## src/rtl/pipelined_hybrid_adder_pkg.sv

```systemverilog
// rtl/pipelined_hybrid_adder_pkg.sv - shared defaults and stage-count helpers for the pipelined adder family
package pipelined_hybrid_adder_pkg;

  localparam int DEF_WIDTH = 16;
  localparam int DEF_BLK   = 4;

  function automatic bit params_ok(input int width, input int blk);
    if (blk < 1) return 1'b0;
    return (width % blk) == 0;
  endfunction

  function automatic int calc_nstg(input int width, input int blk);
    return (blk > 0) ? (width / blk) : 1;
  endfunction

endpackage

```

## src/rtl/pipelined_hybrid_adder_cla.sv

```systemverilog
// rtl/pipelined_hybrid_adder_cla.sv - combinational BLK-bit carry-lookahead block
module cla_block #(
  parameter int BLK = 4
) (
  input  logic [BLK-1:0] x,
  input  logic [BLK-1:0] y,
  input  logic           c_in,
  output logic [BLK-1:0] s,
  output logic           c_out,
  output logic           c_msb_in
);

  logic [BLK-1:0] w_g;
  logic [BLK-1:0] w_p;
  logic [BLK:0]   w_c;
  logic           w_term;

  // Each carry is a flat sum of generate terms, never a chain through lower carries.
  always_comb begin
    w_g    = x & y;
    w_p    = x ^ y;
    w_c    = '0;
    w_term = 1'b0;
    w_c[0] = c_in;
    for (int i = 0; i < BLK; i++) begin
      w_c[i+1] = w_g[i];
      w_term   = w_p[i];
      for (int j = i - 1; j >= 0; j--) begin
        w_c[i+1] = w_c[i+1] | (w_term & w_g[j]);
        w_term   = w_term & w_p[j];
      end
      w_c[i+1] = w_c[i+1] | (w_term & c_in);
    end
  end

  assign s        = w_p ^ w_c[BLK-1:0];
  assign c_out    = w_c[BLK];
  assign c_msb_in = w_c[BLK-1];

endmodule

```

## src/rtl/pipelined_hybrid_adder.sv

```systemverilog
// rtl/pipelined_hybrid_adder.sv - pipelined add/subtract unit, one CLA block resolved per stage
module pipelined_hybrid_adder
  import pipelined_hybrid_adder_pkg::*;
#(
  parameter int WIDTH = DEF_WIDTH,
  parameter int BLK   = DEF_BLK
) (
  input  logic             clk,
  input  logic             rst_n,
  input  logic             in_valid,
  output logic             in_ready,
  input  logic [WIDTH-1:0] a,
  input  logic [WIDTH-1:0] b,
  input  logic             cin,
  input  logic             sub,
  output logic             out_valid,
  input  logic             out_ready,
  output logic [WIDTH-1:0] sum,
  output logic             cout,
  output logic             ovf
);

  localparam int NSTG = calc_nstg(WIDTH, BLK);

  if (!params_ok(WIDTH, BLK)) begin : g_bad_params
    $error("pipelined_hybrid_adder: WIDTH=%0d must be a positive multiple of BLK=%0d", WIDTH, BLK);
  end

  logic             w_advance;
  logic [WIDTH-1:0] w_b_x;
  logic             w_c_x;

  assign w_advance = ~out_valid | out_ready;
  assign in_ready  = w_advance;
  assign w_b_x     = b ^ {WIDTH{sub}};
  assign w_c_x     = sub | cin;

  for (genvar k = 0; k < NSTG; k++) begin : g_stage
    logic [BLK-1:0]       w_x;
    logic [BLK-1:0]       w_y;
    logic [BLK-1:0]       w_s;
    logic                 w_ci;
    logic                 w_vin;
    logic                 w_co;
    logic                 w_cmsb;
    logic [(k+1)*BLK-1:0] w_lo_nxt;
    logic                 r_valid;
    logic                 r_carry;
    logic [(k+1)*BLK-1:0] r_lo;

    if (k == 0) begin : g_src
      assign w_x      = a[BLK-1:0];
      assign w_y      = w_b_x[BLK-1:0];
      assign w_ci     = w_c_x;
      assign w_vin    = in_valid;
      assign w_lo_nxt = w_s;
    end else begin : g_src
      assign w_x      = g_stage[k-1].g_hi.r_hi_a[BLK-1:0];
      assign w_y      = g_stage[k-1].g_hi.r_hi_b[BLK-1:0];
      assign w_ci     = g_stage[k-1].r_carry;
      assign w_vin    = g_stage[k-1].r_valid;
      assign w_lo_nxt = {w_s, g_stage[k-1].r_lo};
    end

    cla_block #(.BLK(BLK)) u_cla (
      .x        (w_x),
      .y        (w_y),
      .c_in     (w_ci),
      .s        (w_s),
      .c_out    (w_co),
      .c_msb_in (w_cmsb)
    );

    always_ff @(posedge clk or negedge rst_n) begin
      if (!rst_n) begin
        r_valid <= 1'b0;
        r_carry <= 1'b0;
        r_lo    <= '0;
      end else if (w_advance) begin
        r_valid <= w_vin;
        r_carry <= w_co;
        r_lo    <= w_lo_nxt;
      end
    end

    // Operand bits not yet resolved travel alongside, shrinking by one block per stage.
    if (k < NSTG - 1) begin : g_hi
      localparam int RW = WIDTH - (k + 1) * BLK;
      logic [RW-1:0] w_hi_a;
      logic [RW-1:0] w_hi_b;
      logic [RW-1:0] r_hi_a;
      logic [RW-1:0] r_hi_b;

      if (k == 0) begin : g_ld
        assign w_hi_a = a[WIDTH-1:BLK];
        assign w_hi_b = w_b_x[WIDTH-1:BLK];
      end else begin : g_ld
        assign w_hi_a = g_stage[k-1].g_hi.r_hi_a[RW+BLK-1:BLK];
        assign w_hi_b = g_stage[k-1].g_hi.r_hi_b[RW+BLK-1:BLK];
      end

      always_ff @(posedge clk or negedge rst_n) begin
        if (!rst_n) begin
          r_hi_a <= '0;
          r_hi_b <= '0;
        end else if (w_advance) begin
          r_hi_a <= w_hi_a;
          r_hi_b <= w_hi_b;
        end
      end
    end

    if (k == NSTG - 1) begin : g_last
      logic r_ovf;

      always_ff @(posedge clk or negedge rst_n) begin
        if (!rst_n) begin
          r_ovf <= 1'b0;
        end else if (w_advance) begin
          r_ovf <= w_co ^ w_cmsb;
        end
      end
    end
  end

  assign out_valid = g_stage[NSTG-1].r_valid;
  assign sum       = g_stage[NSTG-1].r_lo;
  assign cout      = g_stage[NSTG-1].r_carry;
  assign ovf       = g_stage[NSTG-1].g_last.r_ovf;

endmodule
```

## config.mk

```make
export PLATFORM = sky130hd
export DESIGN_NAME = pipelined_hybrid_adder
export DESIGN_NICKNAME = d
export VERILOG_FILES = /design/src/rtl/pipelined_hybrid_adder_pkg.sv /design/src/rtl/pipelined_hybrid_adder_cla.sv /design/src/rtl/pipelined_hybrid_adder.sv
export SDC_FILE = /design/constraint.sdc
export NUM_CORES = 1
export LEC_CHECK = 0
export BUFFER_PORTS_ARGS = -buffer_cell sky130_fd_sc_hd__clkbuf_2
export CAP_MARGIN = 20
export CELL_PAD_IN_SITES_DETAIL_PLACEMENT = 1
export CELL_PAD_IN_SITES_GLOBAL_PLACEMENT = 1
export CORE_MARGIN = 1
export CORE_UTILIZATION = 41
export CTS_BUF_LIST = sky130_fd_sc_hd__clkbuf_8
export CTS_CLUSTER_SIZE = 16
export DETAILED_ROUTE_END_ITERATION = 10
export PLACE_DENSITY = 0.86
export SETUP_SLACK_MARGIN = 0.02
export SYNTH_ARGS = -nofsm -noshare
export SYNTH_HDL_FRONTEND = slang
export SYNTH_SLANG_ARGS = --single-unit
```

## constraint.sdc

```tcl
create_clock -name clk -period 1.41 [get_ports clk]
set_input_delay 0.2115 -clock clk [delete_from_list [all_inputs] [get_ports clk]]
set_output_delay 0.2115 -clock clk [all_outputs]
set_load 0.02 [all_outputs]
```

-- After elaboration in Yosys (flattened, before gate mapping)
Index checks and enable logic that the tools add are counted.
- input bits: 38
- logic and storage cells: 140
- register bits: 97
- output and inout port bits: 20
- bitwise logic cells: 121
- operators with widths (kind ; count):
    $and 1x1->1 ; 64
    $or 1x1->1 ; 42
    $xor 4x4->4 ; 8
    $and 4x4->4 ; 4
    $xor 16x16->16 ; 1
    $not 1->1 ; 1
    $xor 1x1->1 ; 1

-- Longest topological paths before layout
Gate-level depths: netlist of run 1.
- word-level depth: 7
- gate-level depth with buffers: 8
- gate-level depth less buffers: 6

-- Modules after synthesis
Synthesis of run 1 repeated with hierarchy kept, for this count alone.
- cell total of the unflattened synthesis: 294
- area, all modules: 4449.3 sq um
- by module, submodules not included (module ; area an instance (sq um) ; sequential area each (sq um) ; cells an instance ; instances):
    pipelined_hybrid_adder ; 3843.7 ; 2427.3 ; 226 ; 1
    cla_block (g_stage[0].u_cla ...) ; 155.1 ; 0.0 ; 18 ; 3
    cla_block (g_stage[3].u_cla) ; 140.1 ; 0.0 ; 14 ; 1

-- Least setup slack after synthesis of run 1
Ideal clock, no wire load.
- path kind: input to register
- from: input sub
- to: register g_stage[0].r_carry
- buffers on the path: 2
- slack: -0.262 ns
- data required time: 1.283 ns
- cell stages on the path: 8
- arrival: 1.545 ns
- path through: buf_6 -> buf_6 -> xor2_1 -> ha_1 -> o211ai_1 -> o21ai_2 -> a211oi_1 -> a21oi_1
- longest elaborated chain between the ends: 7
- elaborated cells on any way between the ends: 15
- classes of those cells: bitwise: 15
- RTL lines (element ; RTL line ; text):
    start, declared ; pipelined_hybrid_adder.sv:15 ; input logic sub,
    $xor 16x16->16 ; pipelined_hybrid_adder.sv:35 ; assign w_b_x = b ^ {WIDTH{sub}};
    $xor 4x4->4 / $and 4x4->4 (equally long branches) ; pipelined_hybrid_adder_cla.sv:21, pipelined_hybrid_adder_cla.sv:20 ;
    $and 1x1->1 (on tied branches) ; pipelined_hybrid_adder_cla.sv:29, pipelined_hybrid_adder_cla.sv:30 ;
    $or 1x1->1 (tied with other cells) (2 in a row) ; pipelined_hybrid_adder_cla.sv:29 ; w_c[i+1] = w_c[i+1] | (w_term & w_g[j]);
    $or 1x1->1 / $and 1x1->1 (equally long branches) ; pipelined_hybrid_adder_cla.sv:29, pipelined_hybrid_adder_cla.sv:32 ;
    $or 1x1->1 * ; pipelined_hybrid_adder_cla.sv:32 ; w_c[i+1] = w_c[i+1] | (w_term & c_in);
    end signal, assigned ; pipelined_hybrid_adder.sv:81 ; r_carry <= w_co;
    end, declared ; pipelined_hybrid_adder.sv:48 ; logic r_carry;
Every way passes the cells marked *; elsewhere a longest branch is shown, timed or not.
A chain may end at the register's enable or synchronous reset.

-- Worst setup path after layout of run 1
- from: register g_stage[2].g_hi.r_hi_b[0]
- to: register g_stage[3].g_last.r_ovf (netlist: ovf)
- longest elaborated chain between the ends: 5
- elaborated cells on any way between the ends: 13
- classes of those cells: bitwise: 13
- RTL lines (element ; RTL line ; text):
    start, declared ; pipelined_hybrid_adder.sv:92 ; logic [RW-1:0] r_hi_b;
    start signal, assigned ; pipelined_hybrid_adder.sv:108 ; r_hi_b <= w_hi_b;
    $and 4x4->4 / $xor 4x4->4 (equally long branches) ; pipelined_hybrid_adder_cla.sv:20, pipelined_hybrid_adder_cla.sv:21 ;
    $and 1x1->1 (on tied branches) ; pipelined_hybrid_adder_cla.sv:29, pipelined_hybrid_adder_cla.sv:30 ;
    $or 1x1->1 / $and 1x1->1 (equally long branches) ; pipelined_hybrid_adder_cla.sv:29, pipelined_hybrid_adder_cla.sv:32 ;
    $or 1x1->1 ; pipelined_hybrid_adder_cla.sv:32 ;
    $xor 1x1->1 * ; pipelined_hybrid_adder.sv:120 ; r_ovf <= w_co ^ w_cmsb;
    end signal, assigned ; pipelined_hybrid_adder.sv:120 ;
    end, declared ; pipelined_hybrid_adder.sv:114 ; logic r_ovf;
Marked as above.

==> impl_metrics.csv, run 1 <==
group,metric,value,unit
sta,worst_pin_slew,523,ps
synth,synth-seq-area-share,55.6,%
pwr,intPower,0.00762,W
run,cap_violations,0,
die,rows,37,
critical_path,path_class,"flop to flop",
critical_path,startpoint_type,"flop",
sta,rsz0062_at_grt,"true",
pwr,p_clk_share,15.9,%
sta,post-route-period-util,104,%
die,die_h,105,µm
sta,setup_viol,5,
pwr,p_seq_share,38.6,%
pwr,p_comb_share,45.5,%
synth,synth_top_cell_area_share,55.6,%
drt,highest_layer,"met4",
drt,via_count,3347,
cells_and_area,layout_commonest_cell,"nand2_1",
cells_and_area,design_area,5430,µm²
placed_design,post-dp-hpwl,6.74,mm
grt,grt_pass1_wl,16.8,mm
pwr,switchingPower,0.00498,W
status,outcome,"finished, violations left",
clock_tree,tritoncts,"yes",
die,coreArea,10300,µm²
critical_path,rr_endpoint,"ovf",
die,die_w,105,µm
synth,netlist_area,4370,µm²
clock_tree,clock_path_buffers,2,
die,initial_core_util,42.3,%
critical_path,r2r_start,"g_stage[2].g_hi.r_hi_b[0]",
clock_tree,clock_latency,370,ps
cells_and_area,instances_no_fill,684,
grt,grt_pass1_vias,3523,
critical_path,required,1670,ps
grt,overflow,0,
drt,vias_per_cell,4.89,
drt,wl_per_cell,15.6,µm
drt,wl_met2,5.68,mm
critical_path,reg2regPathDepth,5,
synth,synth_top_cell_by_area,"dfrtp_1",
grt,grt_usage,19.4,%
clock_tree,cts_root_buf,"clkbuf_8",
drt,first_pass_iters,4,
drt,wl_met3,271,µm
die,io_pins,58,
synth,synth_seq_cells,97,
clock_tree,clock_sinks,97,
drt,ant_nets,0,
clock_tree,clk_pin_slew_worst_paths,100,ps
critical_path,critPathCaptureType,"flop",
pwr,ir_drop,0.631,mV
cells_and_area,nets,603,
drt,drtIter0Drc,113,
critical_path,worstPathArrival,1730,ps
grt,antenna_found_initial,0,
placed_design,placed_cell_area,4910,µm²
placed_design,dp_cells,655,
sta,setup_ws,-60.8,ps
clock_tree,numCtsBuffers,9,
sta,slew_headroom,65.2,%
pwr,power_switching_share,39.5,%
drt,wl_met1,4.48,mm
critical_path,r2r_setup_slack,-60,ps
critical_path,critical_path.endpoint,"ovf",
status,violations,"negative setup slack",
grt,grt_max_degree,98,
synth,ys_warn_count,0,
synth,synthTopCellsByArea,"dfrtp_1 56%, nand2_1 18%, ha_1 5.2%",
drt,drcViolationCount,0,
critical_path,crit_start,"g_stage[2].g_hi.r_hi_b[0]",
worst_hold_path,hold_path_class,"input port to flop",
sta,max_freq,0.680,GHz
drt,totalWireLength,10.6,mm
synth,yosysUniqueCellTypes,28,
synth,syn_inst,462,
die,die-area,11100,µm²
clock_tree,htreeDepth,3,
cells_and_area,antennaDiodeCount,0,
critical_path,path_max_fanout,3,
sta,skew,10.6,ps
cells_and_area,most-common-layout-cells,"215 x nand2_1, 97 x dfrtp_1, 55 x clkbuf_2, 28 x buf_4, 17 x xnor2_1",
placed_design,io_buffers,57,
placed_design,routabilityCongestion,0.772,
placed_design,place_ws,-171,ps
pwr,p_leak,2.76,nW
sta,hold_viol,0,
sta,slew_violations,0,
pwr,powerDensity,2320,nW/µm²
cells_and_area,drive_gt1_share,25.7,%
synth,synth_area_per_cell,9.45,µm²
cells_and_area,syn2layout_area_growth,24.4,%
sta,fin_crit,1470,ps
synth,syn_nets,522,
## sequential cells by signal, summed over array words and instances, names as in the netlist
register             count
g_stage.r_valid          3
sum                     16
g_stage.g_hi.r_hi_b     24
g_stage.r_lo            24
ovf                      1
g_stage.g_hi.r_hi_a     24
cout                     1
out_valid                1
g_stage.r_carry          3
## worst min-delay path by stage
| stage | slack [ps] | from | endpoint | cells after the start |
|---|---|---|---|---|
| 3_3_place_gp | 300 | rst_n | g_stage[1].g_hi.r_hi_a[3] | 2 |
| 6_report | 40 | a[11] | g_stage[0].g_hi.r_hi_a[7] | 3 |
| 2_1_floorplan | -80 | rst_n | cout | 0 |
| 4_1_cts | 30 | a[11] | g_stage[0].g_hi.r_hi_a[7] | 3 |
| 3_5_place_dp | 310 | rst_n | sum[12] | 2 |
| 5_1_grt | 50 | a[6] | g_stage[0].g_hi.r_hi_a[2] | 3 |
## synthesized netlist by cell type
| master | number |
|---|---|
| inv_1 | 5 |
| a211oi_2 | 1 |
| nand2b_1 | 1 |
| clkbuf_2 | 1 |
| o21ai_0 | 22 |
| nor2_1 | 10 |
| xnor2_1 | 18 |
| a211oi_1 | 6 |
| inv_4 | 1 |
| o21bai_2 | 1 |
| nor2b_1 | 1 |
| nor3_4 | 1 |
| a21o_1 | 3 |
| xor2_1 | 7 |
| o21ai_1 | 6 |
| o21bai_1 | 2 |
| o211ai_1 | 1 |
| mux2i_1 | 1 |
| o21ai_2 | 2 |
| nand2_1 | 215 |
| buf_2 | 11 |
| buf_4 | 8 |
| nor2_2 | 1 |
| ha_1 | 18 |
| a21oi_1 | 15 |
| dfrtp_1 | 97 |
| buf_6 | 3 |
| fa_1 | 4 |
## layout make-up
class	instances	area [µm²]
sequential	97	2430
multi-input combinational	336	1940
timing repair buffer	92	644
fill	1192	4890
tap	136	170
clock inverter	7	92.6
clock buffer	9	124
inverter	6	30.0
timing repair inverter	1	6.26
## layer usage
metal / GRT usage [%] / vias up
met5: 0 / -
met4: 6.44 / 0
met3: 3.31 / 18
met2: 33.7 / 63
met1: 24.4 / 1652
li1: - / 1614
## worst max-delay path, cell delays in order, from the launching register on
cell	delay [ps]
dfrtp_1	430
ha_4	310
a211oi_4	70
o21bai_2	240
mux2i_1	240
a21oi_1	80
## power groups by stage
stage	sequential, W	clock [W]	combinational [W]
6_report	0.00487	0.00200	0.00573
4_1_cts	0.00483	0.00203	0.00512
3_5_place_dp	0.00482	0	0.00462
5_1_grt	0.00502	0.00213	0.00631
2_1_floorplan	0.00497	0	0.00287
3_3_place_gp	0.00475	0	0.00428
## logic make-up (layout without fill, tap and decap cells)
family / after synthesis / after routing / synth area share, %
fa+ha+maj: 22 / 22 / 6.99
xor+xnor: 25 / 25 / 5.01
simple gates: 229 / 229 / 20.1
mux: 1 / 1 / 0.229
flops: 97 / 97 / 55.6
buf+inv: 29 / 115 / 4.10
compound gates: 59 / 59 / 7.94
## timing repair
action	in CTS	in global routing
endpoints found under the setup margin	10	48
setup buffers	6	5
hold endpoints to repair	97	0
resized for setup	14	23
pin swaps	17	17
hold buffers	1	0
gates cloned	1	1
## through the flow
stage / utilization, % / power, W / hold slack [ps] / TNS [ps]
6_report: 52.6 / 0.0126 / 44.8 / -185
5_1_grt: 52.6 / 0.0135 / 49.5 / -710
4_1_cts: 51.0 / 0.0120 / 33.6 / -220
3_5_place_dp: 47.6 / 0.00944 / 309 / -1180
3_3_place_gp: 47.6 / 0.00902 / 302 / -312
2_1_floorplan: - / 0.00783 / -84.1 / -357
No activity file was read; power rests on OpenSTA's default activity.
==> inputs of run 2 (changes only) <==
--- a/config.mk
+++ b/config.mk
@@ -5,6 +5,7 @@
 export SDC_FILE = /design/constraint.sdc
 export NUM_CORES = 1
 export LEC_CHECK = 0
+export ABC_AREA = 1
 export BUFFER_PORTS_ARGS = -buffer_cell sky130_fd_sc_hd__clkbuf_2
 export CAP_MARGIN = 20
 export CELL_PAD_IN_SITES_DETAIL_PLACEMENT = 1
@@ -14,7 +15,8 @@
 export CTS_BUF_LIST = sky130_fd_sc_hd__clkbuf_8
 export CTS_CLUSTER_SIZE = 16
 export DETAILED_ROUTE_END_ITERATION = 10
-export PLACE_DENSITY = 0.86
+export HOLD_SLACK_MARGIN = 0.08
+export PLACE_DENSITY = 0.87
 export SETUP_SLACK_MARGIN = 0.02
 export SYNTH_ARGS = -nofsm -noshare
 export SYNTH_HDL_FRONTEND = slang
==> impl_metrics.csv, run 2 <==
group,metric,value,unit
status,outcome,"finished, violations left",
status,violations,"negative setup slack",
synth,netlist_area,4570,µm²
die,rows,38,
grt,grt_pass1_vias,3954,
placed_design,dp_cells,710,
critical_path,critPathBufInv,4,
synth,synthMuxAreaShare,0,%
synth,synth_flop_cell,"dfrtp_1",
sta,setup_viol,1,
sta,skew,13.8,ps
drt,totalWireLength,12.1,mm
clock_tree,numCtsBuffers,9,
cells_and_area,antennaDiodeCount,0,
critical_path,cp_top_family,"flip-flops",
sta,slew_headroom,71.3,%
die,initial_core_util,42.2,%
critical_path,worstPathArrival,1220,ps
sta,post-route-period-util,102,%
synth,ys_warn_count,0,
critical_path,startpoint_type,"flop",
die,die_h,108,µm
synth,synth_top_cell_area_share,53.1,%
drt,wl_per_cell,16.2,µm
cells_and_area,nets,663,
synth,synthTopCellsByCount,"232 x nand2_1, 97 x dfrtp_1, 28 x inv_1, 24 x o21ai_0, 20 x nand3_1",
cells_and_area,most-common-layout-cells,"223 x nand2_1, 95 x dfrtp_1, 55 x clkbuf_2, 25 x inv_1, 22 x o21ai_0",
die,die_w,108,µm
cells_and_area,layout_commonest_cell,"nand2_1",
cells_and_area,instances_no_fill,748,
sta,worst_pin_slew,430,ps
pwr,finalPower,0.0128,W
synth,syn_nets,580,
critical_path,crit_start,"out_valid",
critical_path,critPathCaptureType,"output pin",
critical_path,worstPathCellList,"inv_2, nor2_4, inv_4, buf_12, buf_8",
cells_and_area,utilization,53.2,%
cells_and_area,fill_cells,1274,
synth,synth_compound_area_share,5.80,%
drt,via_count,3757,
clock_tree,clock_latency,360,ps
grt,grt_usage,21.4,%
critical_path,r2r_start,"g_stage[0].g_hi.r_hi_b[1]",
cells_and_area,seq_area,2430,µm²
critical_path,path_class,"flop to output pin",
drt,first_pass_iters,4,
critical_path,reg2regPathDepth,8,
worst_hold_path,worstHoldEndpoint,"g_stage[0].g_hi.r_hi_b[0]",
critical_path,rr_endpoint,"g_stage[1].r_lo[7]",
critical_path,required,1200,ps
placed_design,routabilityCongestion,0.894,
placed_design,io_buffers,57,
clock_tree,tritoncts,"yes",
drt,drtIter0Drc,145,
sta,hold_viol,0,
clock_tree,clk_pin_slew_worst_paths,100,ps
synth,yosysUniqueCellTypes,25,
sta,fin_crit,1430,ps
drt,ant_nets,0,
clock_tree,clock_sinks,97,
synth,synthTopCellsByArea,"dfrtp_1 53%, nand2_1 19%, ha_1 4.9%",
die,die-area,11600,µm²
grt,antenna_found_initial,0,
synth,synth-seq-area-share,53.1,%
pwr,p_leak,2.92,nW
worst_hold_path,holdPathStages,3,
clock_tree,cts_root_buf,"clkbuf_8",
sta,setup_ws,-24.7,ps
synth,synth_top_cell_by_area,"dfrtp_1",
pwr,ir_drop,0.844,mV
drt,vias_per_cell,5.02,
critical_path,cpPeakStageDelay,380,ps
clock_tree,clock_path_buffers,2,
synth,synth-edff-count,0,
sta,max_freq,0.697,GHz
sta,slew_violations,0,
grt,grt_pass1_wl,19.1,mm
die,io_pins,58,
synth,syn_inst,520,
cells_and_area,drive_gt1_share,23.5,%
clock_tree,htreeDepth,3,
synth,async_flop_share,100,%
cells_and_area,top_regs,"g_stage.g_hi.r_hi_a (24), g_stage.g_hi.r_hi_b (24), g_stage.r_lo (24)",
critical_path,r2r_setup_slack,10,ps
synth,synth.most_common_cell,"nand2_1",
cells_and_area,multi_input_area,2140,µm²
grt,grt_max_degree,50,
synth,synthAdderAreaFrac,6.68,%
worst_hold_path,min_from,"b[4]",
placed_design,post-dp-hpwl,7.41,mm
run,cap_violations,0,
die,coreArea,10800,µm²
sta,rsz0062_at_grt,"true",
synth,synth_seq_cells,97,
grt,overflow,0,
drt,drcViolationCount,0,
pwr,powerDensity,2230,nW/µm²
synth,synthSimpleGateAreaFrac,24.6,%
critical_path,slowest_stage,"dfrtp_1",
cells_and_area,syn2layout_area_growth,26.2,%
critical_path,path_max_fanout,2,
synth,synth_top_family_by_area,"simple AND/OR/NAND/NOR gates",
worst_hold_path,hold_path_class,"input port to flop",
synth,synth_area_per_cell,8.79,µm²
synth,synth_xor_area_share,3.83,%
==> run 2: cell types whose count changed in the layout (fill, tap and decap cells not counted), sizes merged, moves of 7 or more <==
cell         before  now
nand3             0   22
o21ai            30   40
a211oi            7    0
inv               9   31
dlygate4sd3       1   13
buf              34   26
nand2           215  232
==> run 2: worst max-delay path by stage <==
stage	slack [ps]	to	cells past startpoint
finish	-20	in_ready	5
floorplan	-100	g_stage[0].r_lo[2]	11
global route	-80	in_ready	5
global placement	-60	g_stage[0].r_lo[2]	9
CTS	-50	in_ready	5
detailed placement	-180	g_stage[0].r_lo[2]	9
==> run 2: cell type report <==
cell class / count / area share, %
inverter: 29 / 2.02
timing repair buffer: 95 / 12.4
multi-input combinational: 371 / 37.1
clock inverter: 7 / 1.11
sequential: 97 / 42.1
clock buffer: 9 / 2.15
tap: 140 / 3.04
==> run 2: through the flow <==
| step | hold WS (ps) | instance area [µm²] | worst slack [ps] | TNS (ps) |
|---|---|---|---|---|
| 2_1_floorplan | -84.1 | 4620 | -103 | -170 |
| 3_3_place_gp | 166 | 5080 | -58.4 | -151 |
| 3_5_place_dp | 177 | 5080 | -180 | -792 |
| 4_1_cts | 94.5 | 5590 | -52.2 | -52.2 |
| 5_1_grt | 120 | 5770 | -83.4 | -302 |
| 6_report | 129 | 5770 | -24.7 | -24.7 |
==> run 2: kinds of logic (layout without fill, tap and decap cells) <==
family                     count (synthesis)  after routing
adders and majority gates                 22             22
buffers and inverters                     52            140
AOI/OAI and AO/OA                         52             52
DFF                                       97             97
xor gates and xnor gates                  20             20
and+or+nand+nor                          277            277
==> run 2: tightest hold or removal path, delay by kind of cell <==
| kind | cells | cell delay [ps] |
|---|---|---|
| AOI/OAI and AO/OA | 1 | 60 |
| xor gates and xnor gates | 1 | 110 |
| buffers and inverters | 1 | 90 |
==> run 2: report_power, final <==
part,internal (W),switching [W],total [W],leakage [nW]
registers,0.00402,0.000889,0.00491,1.17
clock network,0.000806,0.000977,0.00178,0.102
logic,0.00257,0.00359,0.00616,1.65
==> run 2: timing repair <==
item	4_1_cts	5_1_grt
buffers inserted	4	4
setup endpoints to repair	8	69
pin swaps	1	21
hold buffers	13	0
cloned	1	0
resized for setup	19	42
hold endpoints to repair	36	0
==> run 2: per-layer routing <==
metal  wire (µm)  GRT usage (%)  share of wire, %
met5           0              0                 0
met4         274           9.88               2.3
met3         309           4.00               2.5
met2        6270           35.3                52
met1        5270           27.2                43
==> inputs of run 3 (changes only) <==
--- a/config.mk
+++ b/config.mk
@@ -6,15 +6,15 @@
 export NUM_CORES = 1
 export LEC_CHECK = 0
 export ABC_AREA = 1
-export BUFFER_PORTS_ARGS = -buffer_cell sky130_fd_sc_hd__clkbuf_2
 export CAP_MARGIN = 20
 export CELL_PAD_IN_SITES_DETAIL_PLACEMENT = 1
 export CELL_PAD_IN_SITES_GLOBAL_PLACEMENT = 1
 export CORE_MARGIN = 1
-export CORE_UTILIZATION = 41
+export CORE_UTILIZATION = 45
 export CTS_BUF_LIST = sky130_fd_sc_hd__clkbuf_8
 export CTS_CLUSTER_SIZE = 16
 export DETAILED_ROUTE_END_ITERATION = 10
+export DONT_BUFFER_PORTS = 1
 export HOLD_SLACK_MARGIN = 0.08
 export PLACE_DENSITY = 0.87
 export SETUP_SLACK_MARGIN = 0.02
==> impl_metrics.csv, run 3 (synthesized netlist as in run 2, its figures left out) <==
group,metric,value,unit
critical_path,worstPathArrival,1730,ps
sta,fin_crit,1440,ps
critical_path,critical_path.endpoint,"ovf",
grt,antenna_found_initial,0,
sta,post-route-period-util,102,%
clock_tree,hold_buffers,37,
grt,use_met3,6.03,%
die,rows,36,
die,initial_core_util,46.6,%
drt,drtIter0Drc,159,
drt,vias_per_cell,5.25,
clock_tree,tritoncts,"yes",
cells_and_area,most-common-layout-cells,"226 x nand2_1, 95 x dfrtp_1, 37 x dlygate4sd3_1, 23 x inv_1, 20 x o21ai_0",
cells_and_area,top_regs,"g_stage.g_hi.r_hi_a (24), g_stage.g_hi.r_hi_b (24), g_stage.r_lo (24)",
drt,wl_per_cell,18.7,µm
sta,max_freq,0.693,GHz
critical_path,r2r_start,"g_stage[2].g_hi.r_hi_b[0]",
grt,use_met2,38.7,%
die,io_pins,58,
sta,setup_viol,1,
sta,worst_pin_slew,293,ps
placed_design,placed_cell_area,4710,µm²
critical_path,required,1690,ps
clock_tree,clock_latency,380,ps
pwr,ir_drop,0.812,mV
die,die_h,103,µm
critical_path,startpoint_type,"flop",
sta,slew_headroom,80.4,%
die,die-area,10600,µm²
sta,setup_ws,-33.0,ps
critical_path,rr_endpoint,"ovf",
clock_tree,clock_sinks,97,
placed_design,io_buffers,0,
clock_tree,clock_path_buffers,2,
drt,ant_nets,0,
critical_path,critPathCaptureType,"flop",
sta,holdWs,-491,ps
clock_tree,clk_pin_slew_worst_paths,100,ps
clock_tree,cts_root_buf,"clkbuf_8",
drt,drcViolationCount,0,
sta,slew_violations,0,
grt,grt_most_used_layer,"met2",
clock_tree,numCtsBuffers,9,
critical_path,path_max_fanout,3,
sta,skew,15.3,ps
worst_hold_path,hold_path_class,"input port to async pin",
sta,rsz0062_at_grt,"true",
drt,via_count,3708,
grt,grt_pass1_wl,18.3,mm
cells_and_area,nets,628,
status,outcome,"finished, violations left",
critical_path,r2r_setup_slack,-30,ps
grt,grt_usage,22.9,%
status,violations,"negative hold slack, negative setup slack",
drt,first_pass_iters,4,
critical_path,crit_start,"g_stage[2].g_hi.r_hi_b[0]",
critical_path,path_class,"flop to flop",
grt,grtUsageMet1,28.3,%
cells_and_area,design_area,5660,µm²
cells_and_area,drive_gt1_share,15.5,%
clock_tree,htreeDepth,3,
pwr,powerDensity,2250,nW/µm²
run,cap_violations,0,
grt,overflow,0,
placed_design,place_ws,-70.9,ps
pwr,finalPower,0.0127,W
sta,hold_viol,97,
drt,totalWireLength,13.2,mm
cells_and_area,layout_commonest_cell,"nand2_1",
die,coreArea,9820,µm²
cells_and_area,antennaDiodeCount,0,
grt,grt_max_degree,98,
die,die_w,103,µm
cells_and_area,syn2layout_area_growth,23.7,%
placed_design,post-dp-hpwl,6.74,mm
grt,grt_pass1_vias,3732,
pwr,p_leak,2.74,nW
critical_path,reg2regPathDepth,8,
placed_design,routabilityCongestion,0.868,
## run 3: cell count changes in the layout (fill, tap and decap cells not counted), sizes merged, moves of 2 or more
cell,change
clkinvlp,+2
buf,-5
dlygate4sd3,+24
clkbuf,-53
## run 3: final cells by class
cell class	count	area [µm²]
Fill cell	1158	4160
Sequential cell	97	2430
Multi-Input combinational cell	371	2160
Timing Repair Buffer	60	618
Tap cell	133	166
Clock buffer	9	124
Inverter	29	114
Clock inverter	7	46.3
## run 3: repair_timing
item,CTS,global route
endpoints found under the hold margin,122,97
pin swaps,3,13
resized for setup,19,42
cloned,0,2
setup endpoints to repair,7,41
buffers inserted,6,5
## run 3: worst min path at each step
| stage | start | to | slack [ps] |
|---|---|---|---|
| finish | rst_n | g_stage[2].g_hi.r_hi_a[0] | -490 |
| global route | rst_n | g_stage[0].g_hi.r_hi_a[10] | -520 |
| CTS | rst_n | cout | -500 |
| detailed placement | rst_n | sum[12] | -80 |
| global placement | rst_n | sum[11] | -80 |
| floorplan | rst_n | cout | -80 |
## run 3: worst max-delay path: stages (launching register included)
cell     delay, ps
dfrtp_2        480
ha_4           300
nand2_1         70
nand2_2        110
nand3_2         90
nand2_1        100
nand2_2         70
nand3_2         80
nand2_1         50
## run 3: report_power, final
group | leakage, nW | internal (W) | switching [W] | total (W)
clock network | 0.0814 | 0.000638 | 0.00103 | 0.00167
registers | 1.17 | 0.00402 | 0.00128 | 0.00530
logic | 1.48 | 0.00251 | 0.00324 | 0.00575
## run 3: through the flow
step	std cells	TNS, ps	util, %	hold slack (ps)
2_1_floorplan	520	-170	-	-84.1
3_3_place_gp	640	0	47.9	-79.6
3_5_place_dp	640	-231	47.9	-80.3
4_1_cts	699	0	55.1	-503
5_1_grt	706	-279	57.6	-516
6_report	706	-33.0	57.6	-491
## run 3: metal layers
layer  wire length [µm]  up-vias  part of all wire [%]
li1                   -     1729                     -
met1               5320     1867                    40
met2               7000       89                    53
met3                597       23                   4.5
met4                306        0                   2.3
met5                  0        -                     0
